==> config.mk <==
export PLATFORM = sky130hd
export DESIGN_NAME = fetch_seq
export DESIGN_NICKNAME = d
export VERILOG_FILES = /design/src/rtl/fetch_seq.sv
export SDC_FILE = /design/constraint.sdc
export NUM_CORES = 1
export LEC_CHECK = 0
export ABC_AREA = 1
export CORE_ASPECT_RATIO = 0.5
export CORE_MARGIN = 3
export CORE_UTILIZATION = 50
export CTS_BUF_LIST = sky130_fd_sc_hd__clkbuf_2 sky130_fd_sc_hd__clkbuf_4 sky130_fd_sc_hd__clkbuf_8
export CTS_CLUSTER_DIAMETER = 30
export CTS_CLUSTER_SIZE = 40
export DETAILED_ROUTE_END_ITERATION = 16
export PLACE_DENSITY_LB_ADDON = 0.08
export SETUP_SLACK_MARGIN = 0.4
export SYNTH_ARGS = -nofsm -noshare
export SYNTH_HDL_FRONTEND = slang
export SYNTH_SLANG_ARGS = --single-unit
==> constraint.sdc <==
create_clock -name clk -period 2.05 [get_ports clk]
set_input_delay 0.3075 -clock clk [delete_from_list [all_inputs] [get_ports clk]]
set_output_delay 0.3075 -clock clk [all_outputs]
set_load 0.05 [all_outputs]
==> src/rtl/fetch_seq.sv <==
// Fetch/decode/execute sequencer for the 8-bit PC and instruction ROM.
// Drives PC controls, memory read handshake and one-cycle execute strobes.
module fetch_seq #(
    parameter int AW       = 8,
    parameter int WAIT_MAX = 15
) (
    input  logic          clk,
    input  logic          rst,
    input  logic          run,
    output logic          mem_rd,
    input  logic          mem_ack,
    input  logic [7:0]    mem_data,
    output logic          pc_inc,
    output logic          pc_load,
    output logic [AW-1:0] pc_in,
    input  logic          zero,
    output logic          alu_en,
    output logic [5:0]    alu_op,
    output logic          acc_load,
    output logic [7:0]    operand,
    output logic          busy,
    output logic          halted,
    output logic          bus_err
);

    typedef enum logic [2:0] {
        S_IDLE,
        S_FETCH,
        S_DECODE,
        S_OPFETCH,
        S_EXEC,
        S_HALTED,
        S_FAULT
    } state_t;

    localparam logic [7:0] WMAX = 8'(WAIT_MAX);

    state_t     state;
    state_t     state_nx;
    logic [7:0] ir;
    logic [7:0] wait_cnt;
    logic       wait_hit;
    logic       ir_cap;
    logic       op_cap;
    logic       fault_set;
    logic       is_alu;
    logic       is_ldi;
    logic       is_jmp;
    logic       is_jz;
    logic       is_halt;
    logic       two_byte;

    assign wait_hit = (wait_cnt == WMAX);
    assign two_byte = is_jmp | is_jz | is_ldi;
    assign alu_op   = ir[5:0];
    assign pc_in    = AW'(operand);
    assign busy     = (state == S_FETCH) || (state == S_DECODE) ||
                      (state == S_OPFETCH) || (state == S_EXEC);
    assign halted   = (state == S_HALTED);

    // Instruction class decode from the latched opcode
    always_comb begin
        is_alu  = 1'b0;
        is_ldi  = 1'b0;
        is_jmp  = 1'b0;
        is_jz   = 1'b0;
        is_halt = 1'b0;
        case (ir[7:6])
            2'b00: ;
            2'b01: is_alu = 1'b1;
            2'b10: begin
                is_jmp = ~ir[0];
                is_jz  = ir[0];
            end
            2'b11: begin
                is_ldi  = ~ir[5];
                is_halt = ir[5];
            end
        endcase
    end

    // Next-state and strobe generation
    always_comb begin
        state_nx  = state;
        mem_rd    = 1'b0;
        pc_inc    = 1'b0;
        pc_load   = 1'b0;
        alu_en    = 1'b0;
        acc_load  = 1'b0;
        ir_cap    = 1'b0;
        op_cap    = 1'b0;
        fault_set = 1'b0;
        unique case (state)
            S_IDLE: begin
                if (run) state_nx = S_FETCH;
            end
            S_FETCH: begin
                mem_rd = 1'b1;
                if (mem_ack) begin
                    pc_inc   = 1'b1;
                    ir_cap   = 1'b1;
                    state_nx = S_DECODE;
                end else if (wait_hit) begin
                    fault_set = 1'b1;
                    state_nx  = S_FAULT;
                end
            end
            S_DECODE: begin
                if (is_halt)       state_nx = S_HALTED;
                else if (two_byte) state_nx = S_OPFETCH;
                else               state_nx = S_EXEC;
            end
            S_OPFETCH: begin
                mem_rd = 1'b1;
                if (mem_ack) begin
                    pc_inc   = 1'b1;
                    op_cap   = 1'b1;
                    state_nx = S_EXEC;
                end else if (wait_hit) begin
                    fault_set = 1'b1;
                    state_nx  = S_FAULT;
                end
            end
            S_EXEC: begin
                alu_en   = is_alu;
                acc_load = is_ldi;
                pc_load  = is_jmp | (is_jz & zero);
                state_nx = run ? S_FETCH : S_IDLE;
            end
            S_HALTED: begin
                if (!run) state_nx = S_IDLE;
            end
            S_FAULT: ;
            default: state_nx = S_IDLE;
        endcase
    end

    // State, instruction/operand latches, wait counter and sticky fault
    always_ff @(posedge clk) begin
        if (rst) begin
            state    <= S_IDLE;
            ir       <= 8'h00;
            operand  <= 8'h00;
            wait_cnt <= 8'h00;
            bus_err  <= 1'b0;
        end else begin
            state <= state_nx;
            if (ir_cap)    ir      <= mem_data;
            if (op_cap)    operand <= mem_data;
            if (fault_set) bus_err <= 1'b1;
            if (state_nx != state &&
                (state_nx == S_FETCH || state_nx == S_OPFETCH))
                wait_cnt <= 8'h00;
            else if (mem_rd && !mem_ack && !wait_hit)
                wait_cnt <= wait_cnt + 8'h01;
        end
    end

endmodule

==> impl_metrics.xml, run 1 <==
<?xml version="1.0" encoding="UTF-8"?>
<metrics>
  <group name="run_status">
    <metric name="outcome" unit="">complete, no violations</metric>
  </group>
  <group name="clock_tree">
    <metric name="clock_tree.root_cell" unit="">sky130_fd_sc_hd__clkbuf_8</metric>
    <metric name="cts.clk_slew.worst_paths" unit="ps">90</metric>
    <metric name="htree_levels" unit="">1</metric>
    <metric name="cts.sinks" unit="">28</metric>
    <metric name="clk_latency" unit="ps">280</metric>
    <metric name="cts_tree" unit="">yes</metric>
    <metric name="cts_hold_buffers" unit="">0</metric>
    <metric name="cts-buffers-inserted" unit="">3</metric>
    <metric name="clockBufferDepth" unit="">2</metric>
  </group>
  <group name="timing">
    <metric name="maxClockFrequency" unit="MHz">586</metric>
    <metric name="finalCriticalPeriod" unit="ps">1710</metric>
    <metric name="rsz0062_at_grt" unit="">true</metric>
    <metric name="total_of_endpoints_with_negative_setup_slack_in_the_final_report" unit="">0</metric>
    <metric name="timing_worst_slew_pin_value" unit="ps">502</metric>
    <metric name="finalCritPeriodShare" unit="">0.833</metric>
    <metric name="finalClockSkew" unit="ps">1.96</metric>
    <metric name="maxSlewHeadroom" unit="">0.667</metric>
    <metric name="timing.setup.tns" unit="ps">0</metric>
    <metric name="holdWs" unit="ps">470</metric>
    <metric name="slew_viol_final" unit="">0</metric>
    <metric name="hold_violations" unit="">0</metric>
  </group>
  <group name="grt">
    <metric name="grt_start_max_net_pins" unit="">17</metric>
    <metric name="grt_pass1_wl" unit="um">5930</metric>
    <metric name="groute.usage.overall" unit="">0.197</metric>
    <metric name="first_global_vias" unit="">1336</metric>
    <metric name="grt.overflow.total" unit="">0</metric>
    <metric name="antenna_found_initial" unit="">0</metric>
  </group>
  <group name="logic_synthesis">
    <metric name="synth.largest_area_cell" unit="">sky130_fd_sc_hd__dfxtp_1</metric>
    <metric name="mapped_area" unit="um^2">1510</metric>
    <metric name="synthesis.yosys.warnings" unit="">0</metric>
    <metric name="most_used_standard_cell_by_instance_count_after_synthesis" unit="">sky130_fd_sc_hd__nand2_1</metric>
    <metric name="synth.cells.most_frequent" unit="">31 x sky130_fd_sc_hd__nand2_1, 28 x sky130_fd_sc_hd__dfxtp_1, 25 x sky130_fd_sc_hd__nor2_1</metric>
    <metric name="synth.distinct_cells" unit="">26</metric>
    <metric name="synth-seq-cells" unit="">28</metric>
    <metric name="async_reset_ff_frac" unit="">0</metric>
    <metric name="synthesis.nets" unit="">222</metric>
    <metric name="dominantRegCellSynth" unit="">sky130_fd_sc_hd__dfxtp_1</metric>
    <metric name="post_synth_inst_count" unit="">208</metric>
    <metric name="synth.area.top_cells" unit="">sky130_fd_sc_hd__dfxtp_1 37%, sky130_fd_sc_hd__nand2_1 7.7%, sky130_fd_sc_hd__buf_4 7.5%</metric>
    <metric name="yosysSeqAreaShare" unit="">0.371</metric>
    <metric name="synth_top_area_share" unit="">0.371</metric>
    <metric name="synth-edff-count" unit="">0</metric>
    <metric name="postSynthAreaPerCell" unit="um^2">7.27</metric>
  </group>
  <group name="floorplan">
    <metric name="fp.coreArea" unit="um^2">2730</metric>
    <metric name="die_area" unit="um^2">3760</metric>
    <metric name="ioPinCount" unit="">43</metric>
    <metric name="floorplan.die.width" unit="um">83.8</metric>
    <metric name="std_cell_rows" unit="">13</metric>
    <metric name="die_height" unit="um">44.9</metric>
    <metric name="initial_utilization" unit="">0.553</metric>
  </group>
  <group name="worst_setup_path">
    <metric name="critPathKind" unit="">in -&gt; out</metric>
    <metric name="worst_setup_path_start_kind" unit="">primary input</metric>
    <metric name="setup.worst_path.end_class" unit="">primary output</metric>
    <metric name="cp_max_fo" unit="">1</metric>
    <metric name="critPathRequiredTime" unit="ps">1740</metric>
    <metric name="worstPathArrival" unit="ps">1400</metric>
  </group>
  <group name="cells_and_area">
    <metric name="layout-drive-gt1-share" unit="">0.236</metric>
    <metric name="layout.nets" unit="">257</metric>
    <metric name="antennaDiodeCount" unit="">0</metric>
    <metric name="instances_no_fill" unit="">279</metric>
    <metric name="syn2layout_area_growth" unit="%">35.3</metric>
  </group>
  <group name="placement">
    <metric name="routabilityCongestion" unit="">0.835</metric>
    <metric name="detailedPlacementHpwl" unit="um">2550</metric>
    <metric name="io_buffers" unit="">42</metric>
    <metric name="placed_cells" unit="">271</metric>
  </group>
  <group name="power_and_ir_drop">
    <metric name="p_total" unit="mW">1.25</metric>
    <metric name="max-vdd-ir-drop" unit="uV">403</metric>
    <metric name="leakagePower" unit="nW">0.912</metric>
    <metric name="power_density" unit="nW/um^2">612</metric>
  </group>
  <group name="drt">
    <metric name="detail_route.drc_violations" unit="">0</metric>
    <metric name="drt_iter0_markers" unit="">55</metric>
    <metric name="antenna_left" unit="">0</metric>
    <metric name="routed_wl" unit="um">3590</metric>
    <metric name="avgViaCountPerCell" unit="">5.09</metric>
    <metric name="routed-via-count" unit="">1419</metric>
    <metric name="route.detailed.wl_per_inst" unit="um">12.8</metric>
    <metric name="detail_route.first_pass.iterations" unit="">4</metric>
  </group>
  <group name="run">
    <metric name="max_cap_viol_count" unit="">0</metric>
  </group>
  <group name="worst_hold_path">
    <metric name="hold_path.class" unit="">reg -&gt; reg</metric>
  </group>
</metrics>
==> flip-flops by register name, summed over array words and instances, names as in the netlist <==
name / flops
ir: 8
operand: 8
wait_cnt: 8
state: 3
bus_err: 1
==> cell type report <==
class / instances / area [um^2]
clock inverter: 1 / 30.0
timing repair buffer: 49 / 470
sequential: 28 / 568
multi-input combinational: 136 / 792
clock buffer: 3 / 41.3
tap: 37 / 46.3
fill: 215 / 688
inverter: 25 / 96.3
==> worst max-delay path, cell delays in order <==
cell	delay [ps]
sky130_fd_sc_hd__clkdlybuf4s50_1	460
sky130_fd_sc_hd__inv_1	70
sky130_fd_sc_hd__a2111oi_4	380
sky130_fd_sc_hd__buf_12	190
==> timing repair <==
item / CTS / global route
setup buffers: 4 / 0
resized for setup: 32 / 8
pin swaps: 1 / 1
hold endpoints to repair: 0 / 0
gates cloned: 0 / 0
setup endpoints to repair: 28 / 12
==> worst paths after layout <==
check / start / endpoint / slack (ps) / cells after the start
worst max-delay path: zero / pc_load / 340 / 4
worst min-delay path: bus_err$_SDFFE_PP0P_ / bus_err$_SDFFE_PP0P_ / 470 / 1
worst max register to register: wait_cnt[0]$_SDFFE_PP0P_ / wait_cnt[1]$_SDFFE_PP0P_ / 530 / 10
worst min register to register: bus_err$_SDFFE_PP0P_ / bus_err$_SDFFE_PP0P_ / 470 / 1
==> through the flow <==
stage           util  worst slack [ps]  cell area, um^2
2_1_floorplan      -              22.7             1540
3_3_place_gp   0.702               258             1920
3_5_place_dp   0.702               225             1920
4_1_cts        0.743               357             2030
5_1_grt        0.748               285             2040
6_report       0.748               342             2040
==> cells by family after synthesis <==
kind of cell / Yosys count / synth area share
buffers and inverters: 44 / 0.148
AOI/OAI and AO/OA: 27 / 0.0968
and+or+nand+nor: 102 / 0.341
DFF: 28 / 0.371
adders and majority gates: 1 / 0.00828
xor gates and xnor gates: 6 / 0.0348
==> where the power goes <==
group	total [mW]	switching, mW	internal, mW
Clock	0.437	0.175	0.262
Combinational	0.237	0.155	0.0824
Sequential	0.578	0.0171	0.561
Total	1.25	0.347	0.905
==> cells in the final DEF, fill, tap and decap left out, types with 7 or more instances in the layout <==
cell	Yosys	routed
sky130_fd_sc_hd__inv_1	21	19
sky130_fd_sc_hd__clkdlybuf4s50_1	0	11
sky130_fd_sc_hd__dlygate4sd2_1	0	24
sky130_fd_sc_hd__a21oi_1	13	13
sky130_fd_sc_hd__nor2_2	11	12
sky130_fd_sc_hd__nor2_1	25	24
sky130_fd_sc_hd__dfxtp_1	28	22
sky130_fd_sc_hd__nand2_1	31	31
sky130_fd_sc_hd__o21ai_0	7	7
sky130_fd_sc_hd__buf_4	15	10
sky130_fd_sc_hd__nand3_1	19	18
==> routing by layer <==
| layer | wire (um) | GRT usage | up-vias | share of wire |
|---|---|---|---|---|
| li1 | - | - | 718 | - |
| met1 | 1450 | 0.209 | 642 | 0.41 |
| met2 | 1810 | 0.392 | 53 | 0.50 |
| met3 | 279 | 0.0619 | 6 | 0.078 |
| met4 | 44 | 0.0545 | 0 | 0.012 |
| met5 | 0 | 0 | - | 0 |
No activity file was read; power rests on OpenSTA's default activity.
==> run 2: changes to the inputs <==
--- a/config.mk
+++ b/config.mk
@@ -8,7 +8,7 @@
 export ABC_AREA = 1
 export CORE_ASPECT_RATIO = 0.5
 export CORE_MARGIN = 3
-export CORE_UTILIZATION = 50
+export CORE_UTILIZATION = 44
 export CTS_BUF_LIST = sky130_fd_sc_hd__clkbuf_2 sky130_fd_sc_hd__clkbuf_4 sky130_fd_sc_hd__clkbuf_8
 export CTS_CLUSTER_DIAMETER = 30
 export CTS_CLUSTER_SIZE = 40
==> constraint.sdc (replaced) <==
create_clock -name clk -period 1.52 [get_ports clk]
set_input_delay 0.228 -clock clk [delete_from_list [all_inputs] [get_ports clk]]
set_output_delay 0.228 -clock clk [all_outputs]
set_load 0.05 [all_outputs]
==> run 2 against run 1 <==
Against the previous run: sequential share of layout area is 5.8 points lower; hold slack better by 1.3 ps; clock skew grew 6.3 ps; the flow now finishes with violations (setup timing); utilization grew 12 points; highest routed layer unchanged; critical endpoint is now busy; critical path type is now reg -> out.
==> impl_metrics.xml, run 2 (synthesis gave the netlist of run 1 again) <==
<?xml version="1.0" encoding="UTF-8"?>
<metrics>
  <group name="run_status">
    <metric name="outcome" unit="">finished, violations left</metric>
    <metric name="violations_in_the_final_reports" unit="">setup timing</metric>
  </group>
  <group name="power_and_ir_drop">
    <metric name="p_total" unit="mW">1.92</metric>
    <metric name="max-vdd-ir-drop" unit="uV">471</metric>
    <metric name="power_density" unit="nW/um^2">704</metric>
    <metric name="leakagePower" unit="nW">1.06</metric>
  </group>
  <group name="timing">
    <metric name="finalCriticalPeriod" unit="ps">1540</metric>
    <metric name="timing.setup.tns" unit="ps">-27.0</metric>
    <metric name="slew_viol_final" unit="">0</metric>
    <metric name="timing.final.ws_setup" unit="ps">-20.1</metric>
    <metric name="total_of_endpoints_with_negative_setup_slack_in_the_final_report" unit="">2</metric>
    <metric name="holdWs" unit="ps">472</metric>
    <metric name="maxSlewHeadroom" unit="">0.597</metric>
    <metric name="rsz0062_at_grt" unit="">true</metric>
    <metric name="finalCritPeriodShare" unit="">1.01</metric>
    <metric name="hold_violations" unit="">0</metric>
    <metric name="maxClockFrequency" unit="MHz">649</metric>
    <metric name="timing_worst_slew_pin_value" unit="ps">604</metric>
    <metric name="finalClockSkew" unit="ps">8.25</metric>
  </group>
  <group name="cells_and_area">
    <metric name="num-fill-cells" unit="">142</metric>
    <metric name="syn2layout_area_growth" unit="%">80.3</metric>
    <metric name="layout-drive-gt1-share" unit="">0.625</metric>
    <metric name="antennaDiodeCount" unit="">0</metric>
    <metric name="instances_no_fill" unit="">307</metric>
    <metric name="layout.nets" unit="">282</metric>
    <metric name="largestRegisters" unit="">ir (8), operand (8), wait_cnt (8)</metric>
    <metric name="finalInstanceArea" unit="um^2">2730</metric>
    <metric name="layout.cells.most_common_list" unit="">29 x sky130_fd_sc_hd__buf_4, 22 x sky130_fd_sc_hd__buf_6, 21 x sky130_fd_sc_hd__nand2_1</metric>
    <metric name="layout.cells.most_common" unit="">sky130_fd_sc_hd__buf_4</metric>
  </group>
  <group name="worst_setup_path">
    <metric name="crit_path_max_incr_delay" unit="ps">370</metric>
    <metric name="worst_r2r_startpoint" unit="">state[1]$_SDFF_PP0_</metric>
    <metric name="cp_max_fo" unit="">5</metric>
    <metric name="worst_path_most_repeated_cell" unit="">sky130_fd_sc_hd__nand3_1</metric>
    <metric name="worst_setup_path_start_kind" unit="">flip-flop</metric>
    <metric name="setup.worst_path.end_class" unit="">primary output</metric>
    <metric name="critical-path-slowest-cell" unit="">sky130_fd_sc_hd__dfxtp_4</metric>
    <metric name="worstPathCellList" unit="">buf_6, nand3_1, nand3_1, buf_12</metric>
    <metric name="worstPathArrival" unit="ps">1310</metric>
    <metric name="critPathKind" unit="">reg -&gt; out</metric>
    <metric name="critPathRequiredTime" unit="ps">1290</metric>
    <metric name="worstSetupStartpoint" unit="">state[1]$_SDFF_PP0_</metric>
  </group>
  <group name="grt">
    <metric name="antenna_found_initial" unit="">0</metric>
    <metric name="grt.overflow.total" unit="">0</metric>
    <metric name="grt_pass1_wl" unit="um">6730</metric>
    <metric name="first_global_vias" unit="">1469</metric>
    <metric name="grt_start_max_net_pins" unit="">17</metric>
    <metric name="groute.usage.overall" unit="">0.214</metric>
  </group>
  <group name="clock_tree">
    <metric name="clockBufferDepth" unit="">2</metric>
    <metric name="cts.clk_slew.worst_paths" unit="ps">100</metric>
    <metric name="cts_hold_buffers" unit="">0</metric>
    <metric name="clock_tree.root_cell" unit="">sky130_fd_sc_hd__clkbuf_8</metric>
    <metric name="cts_tree" unit="">yes</metric>
    <metric name="clk_latency" unit="ps">290</metric>
    <metric name="htree_levels" unit="">1</metric>
    <metric name="cts-buffers-inserted" unit="">3</metric>
    <metric name="cts.sinks" unit="">28</metric>
  </group>
  <group name="drt">
    <metric name="route.detailed.wl_per_inst" unit="um">18.8</metric>
    <metric name="avgViaCountPerCell" unit="">5.63</metric>
    <metric name="antenna_left" unit="">0</metric>
    <metric name="routed_wl" unit="um">5770</metric>
    <metric name="drt_iter0_markers" unit="">88</metric>
    <metric name="routed-via-count" unit="">1727</metric>
    <metric name="detail_route.drc_violations" unit="">0</metric>
    <metric name="detail_route.first_pass.iterations" unit="">4</metric>
  </group>
  <group name="worst_hold_path">
    <metric name="hold_path.class" unit="">reg -&gt; reg</metric>
    <metric name="hold_start" unit="">operand[1]$_SDFFE_PP0P_</metric>
  </group>
  <group name="floorplan">
    <metric name="floorplan.die.width" unit="um">88.9</metric>
    <metric name="die_area" unit="um^2">4220</metric>
    <metric name="initial_utilization" unit="">0.482</metric>
    <metric name="ioPinCount" unit="">43</metric>
    <metric name="std_cell_rows" unit="">14</metric>
    <metric name="fp.coreArea" unit="um^2">3140</metric>
    <metric name="die_height" unit="um">47.4</metric>
  </group>
  <group name="placement">
    <metric name="routabilityCongestion" unit="">0.818</metric>
    <metric name="placed_cells" unit="">282</metric>
    <metric name="detailed_place.area" unit="um^2">2090</metric>
    <metric name="io_buffers" unit="">42</metric>
    <metric name="detailedPlacementHpwl" unit="um">2780</metric>
  </group>
  <group name="run">
    <metric name="max_cap_viol_count" unit="">0</metric>
  </group>
</metrics>
-- run 2: final timing paths --
check	to	depth (start not counted)	slack, ps
max	busy	4	-20
min	operand[1]$_SDFFE_PP0P_	2	470
max reg2reg	wait_cnt[0]$_SDFFE_PP0P_	10	50
min reg2reg	operand[1]$_SDFFE_PP0P_	2	470
-- run 2: layer usage --
metal | track usage | routed length (um)
met5 | 0 | 0
met4 | 0.0693 | 224
met3 | 0.0550 | 422
met2 | 0.420 | 2850
met1 | 0.234 | 2270
-- run 2: stage by stage --
step | utilization | setup slack, ps
2_1_floorplan | - | -2.88
3_3_place_gp | 0.668 | -34.2
3_5_place_dp | 0.668 | -63.6
4_1_cts | 0.793 | -4.77
5_1_grt | 0.869 | -63.9
6_report | 0.869 | -20.1
-- run 2: worst max-delay path: cells and delay by family, from the launching register on --
| family | cells | cell delay, ps |
|---|---|---|
| buf+inv | 2 | 320 |
| simple gates | 2 | 330 |
| flops | 1 | 370 |
-- run 2: layout make-up --
cell class,count,area (um^2),area share
flip-flops and latches,28,598,0.219
well taps,40,50.0,0.0184
clock buffers,3,41.3,0.0152
clock inverters,1,30.0,0.0110
multi-input cells,137,1100,0.405
inverters,25,121,0.0445
repair buffers,73,781,0.287
-- run 2: what timing repair did --
action                                  in CTS  in global routing
buffers inserted                            13                  6
endpoints found under the setup margin      36                 36
gates resized for setup                     67                 47
hold endpoints to repair                     0                  0
gates cloned                                 1                  1
pin swaps                                   28                 21
-- run 2: where the power goes --
part | total, mW | leakage [nW] | switching (mW) | internal (mW)
clock network | 0.599 | 0.0357 | 0.246 | 0.353
registers | 0.787 | 0.238 | 0.0324 | 0.754
logic | 0.534 | 0.786 | 0.307 | 0.227
==> run 3: changes to the inputs <==
--- a/config.mk
+++ b/config.mk
@@ -6,14 +6,14 @@
 export NUM_CORES = 1
 export LEC_CHECK = 0
 export ABC_AREA = 1
+export CAP_MARGIN = 10
 export CORE_ASPECT_RATIO = 0.5
-export CORE_MARGIN = 3
 export CORE_UTILIZATION = 44
 export CTS_BUF_LIST = sky130_fd_sc_hd__clkbuf_2 sky130_fd_sc_hd__clkbuf_4 sky130_fd_sc_hd__clkbuf_8
 export CTS_CLUSTER_DIAMETER = 30
 export CTS_CLUSTER_SIZE = 40
 export DETAILED_ROUTE_END_ITERATION = 16
-export PLACE_DENSITY_LB_ADDON = 0.08
+export PLACE_DENSITY = 0.78
 export SETUP_SLACK_MARGIN = 0.4
 export SYNTH_ARGS = -nofsm -noshare
 export SYNTH_HDL_FRONTEND = slang
==> run 3 against run 2 <==
Against the previous run: the flow finishes with violations (DRC, setup timing); clock skew shrank 4.9 ps; highest routed layer unchanged; sequential share of layout area shrank 0.91 points; hold slack improved by 14 ps; largest cell class unchanged; utilization increased by 2.6 points; via count increased by 10%; critical path type unchanged; clock-buffer cell count grew 1; sequential power is 0.6% lower; critical path depth unchanged; largest power group unchanged; first-iteration DRC count up 70%; critical endpoint is now pc_load; maximum frequency fell by 8.0%; setup slack worse by 130 ps.
==> impl_metrics.xml, run 3 (synthesis gave the netlist of run 1 again) <==
<?xml version="1.0" encoding="UTF-8"?>
<metrics>
  <group name="cells_and_area">
    <metric name="layout-drive-gt1-share" unit="">0.650</metric>
    <metric name="syn2layout_area_growth" unit="%">85.8</metric>
    <metric name="antennaDiodeCount" unit="">0</metric>
    <metric name="finalInstanceArea" unit="um^2">2810</metric>
    <metric name="layout.cells.most_common" unit="">sky130_fd_sc_hd__buf_4</metric>
    <metric name="largestRegisters" unit="">ir (8), operand (8), wait_cnt (8)</metric>
    <metric name="layout.nets" unit="">289</metric>
    <metric name="layout.cells.most_common_list" unit="">39 x sky130_fd_sc_hd__buf_4, 23 x sky130_fd_sc_hd__nand2_1, 19 x sky130_fd_sc_hd__buf_6</metric>
    <metric name="finalCoreUtilization" unit="">0.895</metric>
  </group>
  <group name="timing">
    <metric name="maxSlewHeadroom" unit="">0.549</metric>
    <metric name="finalCritPeriodShare" unit="">1.10</metric>
    <metric name="maxClockFrequency" unit="MHz">597</metric>
    <metric name="hold_violations" unit="">0</metric>
    <metric name="timing.final.ws_setup" unit="ps">-155</metric>
    <metric name="timing_worst_slew_pin_value" unit="ps">676</metric>
    <metric name="finalClockSkew" unit="ps">3.37</metric>
    <metric name="slew_viol_final" unit="">0</metric>
    <metric name="rsz0062_at_grt" unit="">true</metric>
    <metric name="finalCriticalPeriod" unit="ps">1670</metric>
    <metric name="total_of_endpoints_with_negative_setup_slack_in_the_final_report" unit="">14</metric>
  </group>
  <group name="drt">
    <metric name="antenna_left" unit="">0</metric>
    <metric name="detail_route.drc_violations" unit="">4</metric>
    <metric name="route.detailed.wl_per_inst" unit="um">22.6</metric>
    <metric name="routed-via-count" unit="">1904</metric>
    <metric name="routed_wl" unit="um">7090</metric>
    <metric name="drt_iter0_markers" unit="">150</metric>
    <metric name="avgViaCountPerCell" unit="">6.06</metric>
    <metric name="detail_route.first_pass.iterations" unit="">12</metric>
  </group>
  <group name="floorplan">
    <metric name="std_cell_rows" unit="">14</metric>
    <metric name="floorplan.die.width" unit="um">84.9</metric>
    <metric name="die_area" unit="um^2">3690</metric>
    <metric name="ioPinCount" unit="">43</metric>
    <metric name="fp.coreArea" unit="um^2">3140</metric>
    <metric name="die_height" unit="um">43.4</metric>
    <metric name="initial_utilization" unit="">0.482</metric>
  </group>
  <group name="clock_tree">
    <metric name="clk_latency" unit="ps">290</metric>
    <metric name="cts.clk_slew.worst_paths" unit="ps">100</metric>
    <metric name="htree_levels" unit="">1</metric>
    <metric name="cts-buffers-inserted" unit="">3</metric>
    <metric name="cts_tree" unit="">yes</metric>
    <metric name="cts.sinks" unit="">28</metric>
    <metric name="clock_tree.root_cell" unit="">sky130_fd_sc_hd__clkbuf_8</metric>
    <metric name="clockBufferDepth" unit="">2</metric>
  </group>
  <group name="worst_hold_path">
    <metric name="hold_path.class" unit="">reg -&gt; reg</metric>
    <metric name="hold_start" unit="">operand[5]$_SDFFE_PP0P_</metric>
  </group>
  <group name="grt">
    <metric name="antenna_found_initial" unit="">0</metric>
    <metric name="grt_pass1_wl" unit="um">6740</metric>
    <metric name="grt.overflow.total" unit="">0</metric>
    <metric name="groute.usage.overall" unit="">0.238</metric>
    <metric name="grt_start_max_net_pins" unit="">16</metric>
    <metric name="first_global_vias" unit="">1486</metric>
  </group>
  <group name="run_status">
    <metric name="outcome" unit="">finished, violations left</metric>
    <metric name="violations_in_the_final_reports" unit="">DRC, setup timing</metric>
  </group>
  <group name="worst_setup_path">
    <metric name="setup.worst_path.end_class" unit="">primary output</metric>
    <metric name="worst_setup_path_start_kind" unit="">flip-flop</metric>
    <metric name="critPathKind" unit="">reg -&gt; out</metric>
    <metric name="critPathRequiredTime" unit="ps">1290</metric>
    <metric name="worstPathArrival" unit="ps">1450</metric>
    <metric name="worst_r2r_startpoint" unit="">state[1]$_SDFF_PP0_</metric>
    <metric name="worstSetupStartpoint" unit="">ir[7]$_SDFFE_PP0P_</metric>
    <metric name="cp_max_fo" unit="">5</metric>
  </group>
  <group name="run">
    <metric name="max_cap_viol_count" unit="">0</metric>
  </group>
  <group name="placement">
    <metric name="detailed_place.area" unit="um^2">2110</metric>
    <metric name="detailedPlacementHpwl" unit="um">2620</metric>
    <metric name="io_buffers" unit="">42</metric>
    <metric name="routabilityCongestion" unit="">0.833</metric>
  </group>
  <group name="power_and_ir_drop">
    <metric name="pwr-share-comb" unit="">0.324</metric>
    <metric name="leakagePower" unit="nW">1.09</metric>
    <metric name="p_clk_frac" unit="">0.250</metric>
    <metric name="power.switching_fraction" unit="">0.343</metric>
    <metric name="max-vdd-ir-drop" unit="uV">677</metric>
    <metric name="power.sequential.fraction" unit="">0.426</metric>
    <metric name="internal_power" unit="mW">1.21</metric>
    <metric name="p_total" unit="mW">1.84</metric>
    <metric name="power_density" unit="nW/um^2">654</metric>
    <metric name="total_switching_power" unit="mW">0.630</metric>
  </group>
</metrics>
==> run 3: cell types whose count changed in the layout (fill, tap and decap cells not counted), sizes merged <==
cell	before	now
bufinv	1	0
buf	61	67
clkbuf	3	5
==> run 3: final timing paths <==
check | endpoint | slack (ps) | cells past startpoint
setup / recovery | pc_load | -150 | 4
hold / removal | operand[5]$_SDFFE_PP0P_ | 490 | 2
setup reg to reg | wait_cnt[0]$_SDFFE_PP0P_ | -90 | 10
hold reg to reg | operand[5]$_SDFFE_PP0P_ | 490 | 2
==> run 3: per-layer routing <==
layer | GRT usage | part of all wire | wire length (um)
met5 | 0 | 0 | 0
met4 | 0.0847 | 0.071 | 502
met3 | 0.0686 | 0.12 | 821
met2 | 0.437 | 0.46 | 3240
met1 | 0.273 | 0.36 | 2530
==> run 3: area by class of cell <==
class                           instances  area (um^2)
Clock buffer                            4         48.8
Inverter                               25          121
Sequential cell                        28          591
Tap cell                               40         50.0
Multi-Input combinational cell        137         1170
Timing Repair Buffer                   80          827
Fill cell                             102          328
==> run 3: stage by stage <==
stage / TNS (ps) / cells / setup slack, ps / hold WS (ps)
6_report: -1010 / 314 / -155 / 485
5_1_grt: -1500 / 314 / -204 / 494
4_1_cts: -79.1 / 305 / -60.0 / 471
3_5_place_dp: -550 / 284 / -82.4 / 458
3_3_place_gp: -183 / 284 / -28.8 / 457
2_1_floorplan: -2.88 / 208 / -2.88 / 290
==> run 3: critical path: stages (launching register included) <==
cell	delay, ps
sky130_fd_sc_hd__dfxtp_2	380
sky130_fd_sc_hd__inv_4	50
sky130_fd_sc_hd__buf_6	110
sky130_fd_sc_hd__a2111oi_4	380
sky130_fd_sc_hd__clkbuf_16	240
==> run 3: timing repair <==
item / 4_1_cts / 5_1_grt
gates resized for setup: 34 / 82
buffers inserted: 16 / 8
gates cloned: 1 / 1
hold buffers: 0 / 0
pin swaps: 14 / 25
endpoints found under the setup margin: 35 / 36
==> run 3: power by group through the flow <==
stage / Sequential, mW / Clock [mW] / Combinational (mW)
after floorplan: 0.796 / 0 / 0.230
after global placement: 0.797 / 0 / 0.352
after detailed placement: 0.798 / 0 / 0.357
after CTS: 0.773 / 0.430 / 0.433
after global routing: 0.783 / 0.482 / 0.610
final: 0.782 / 0.459 / 0.595
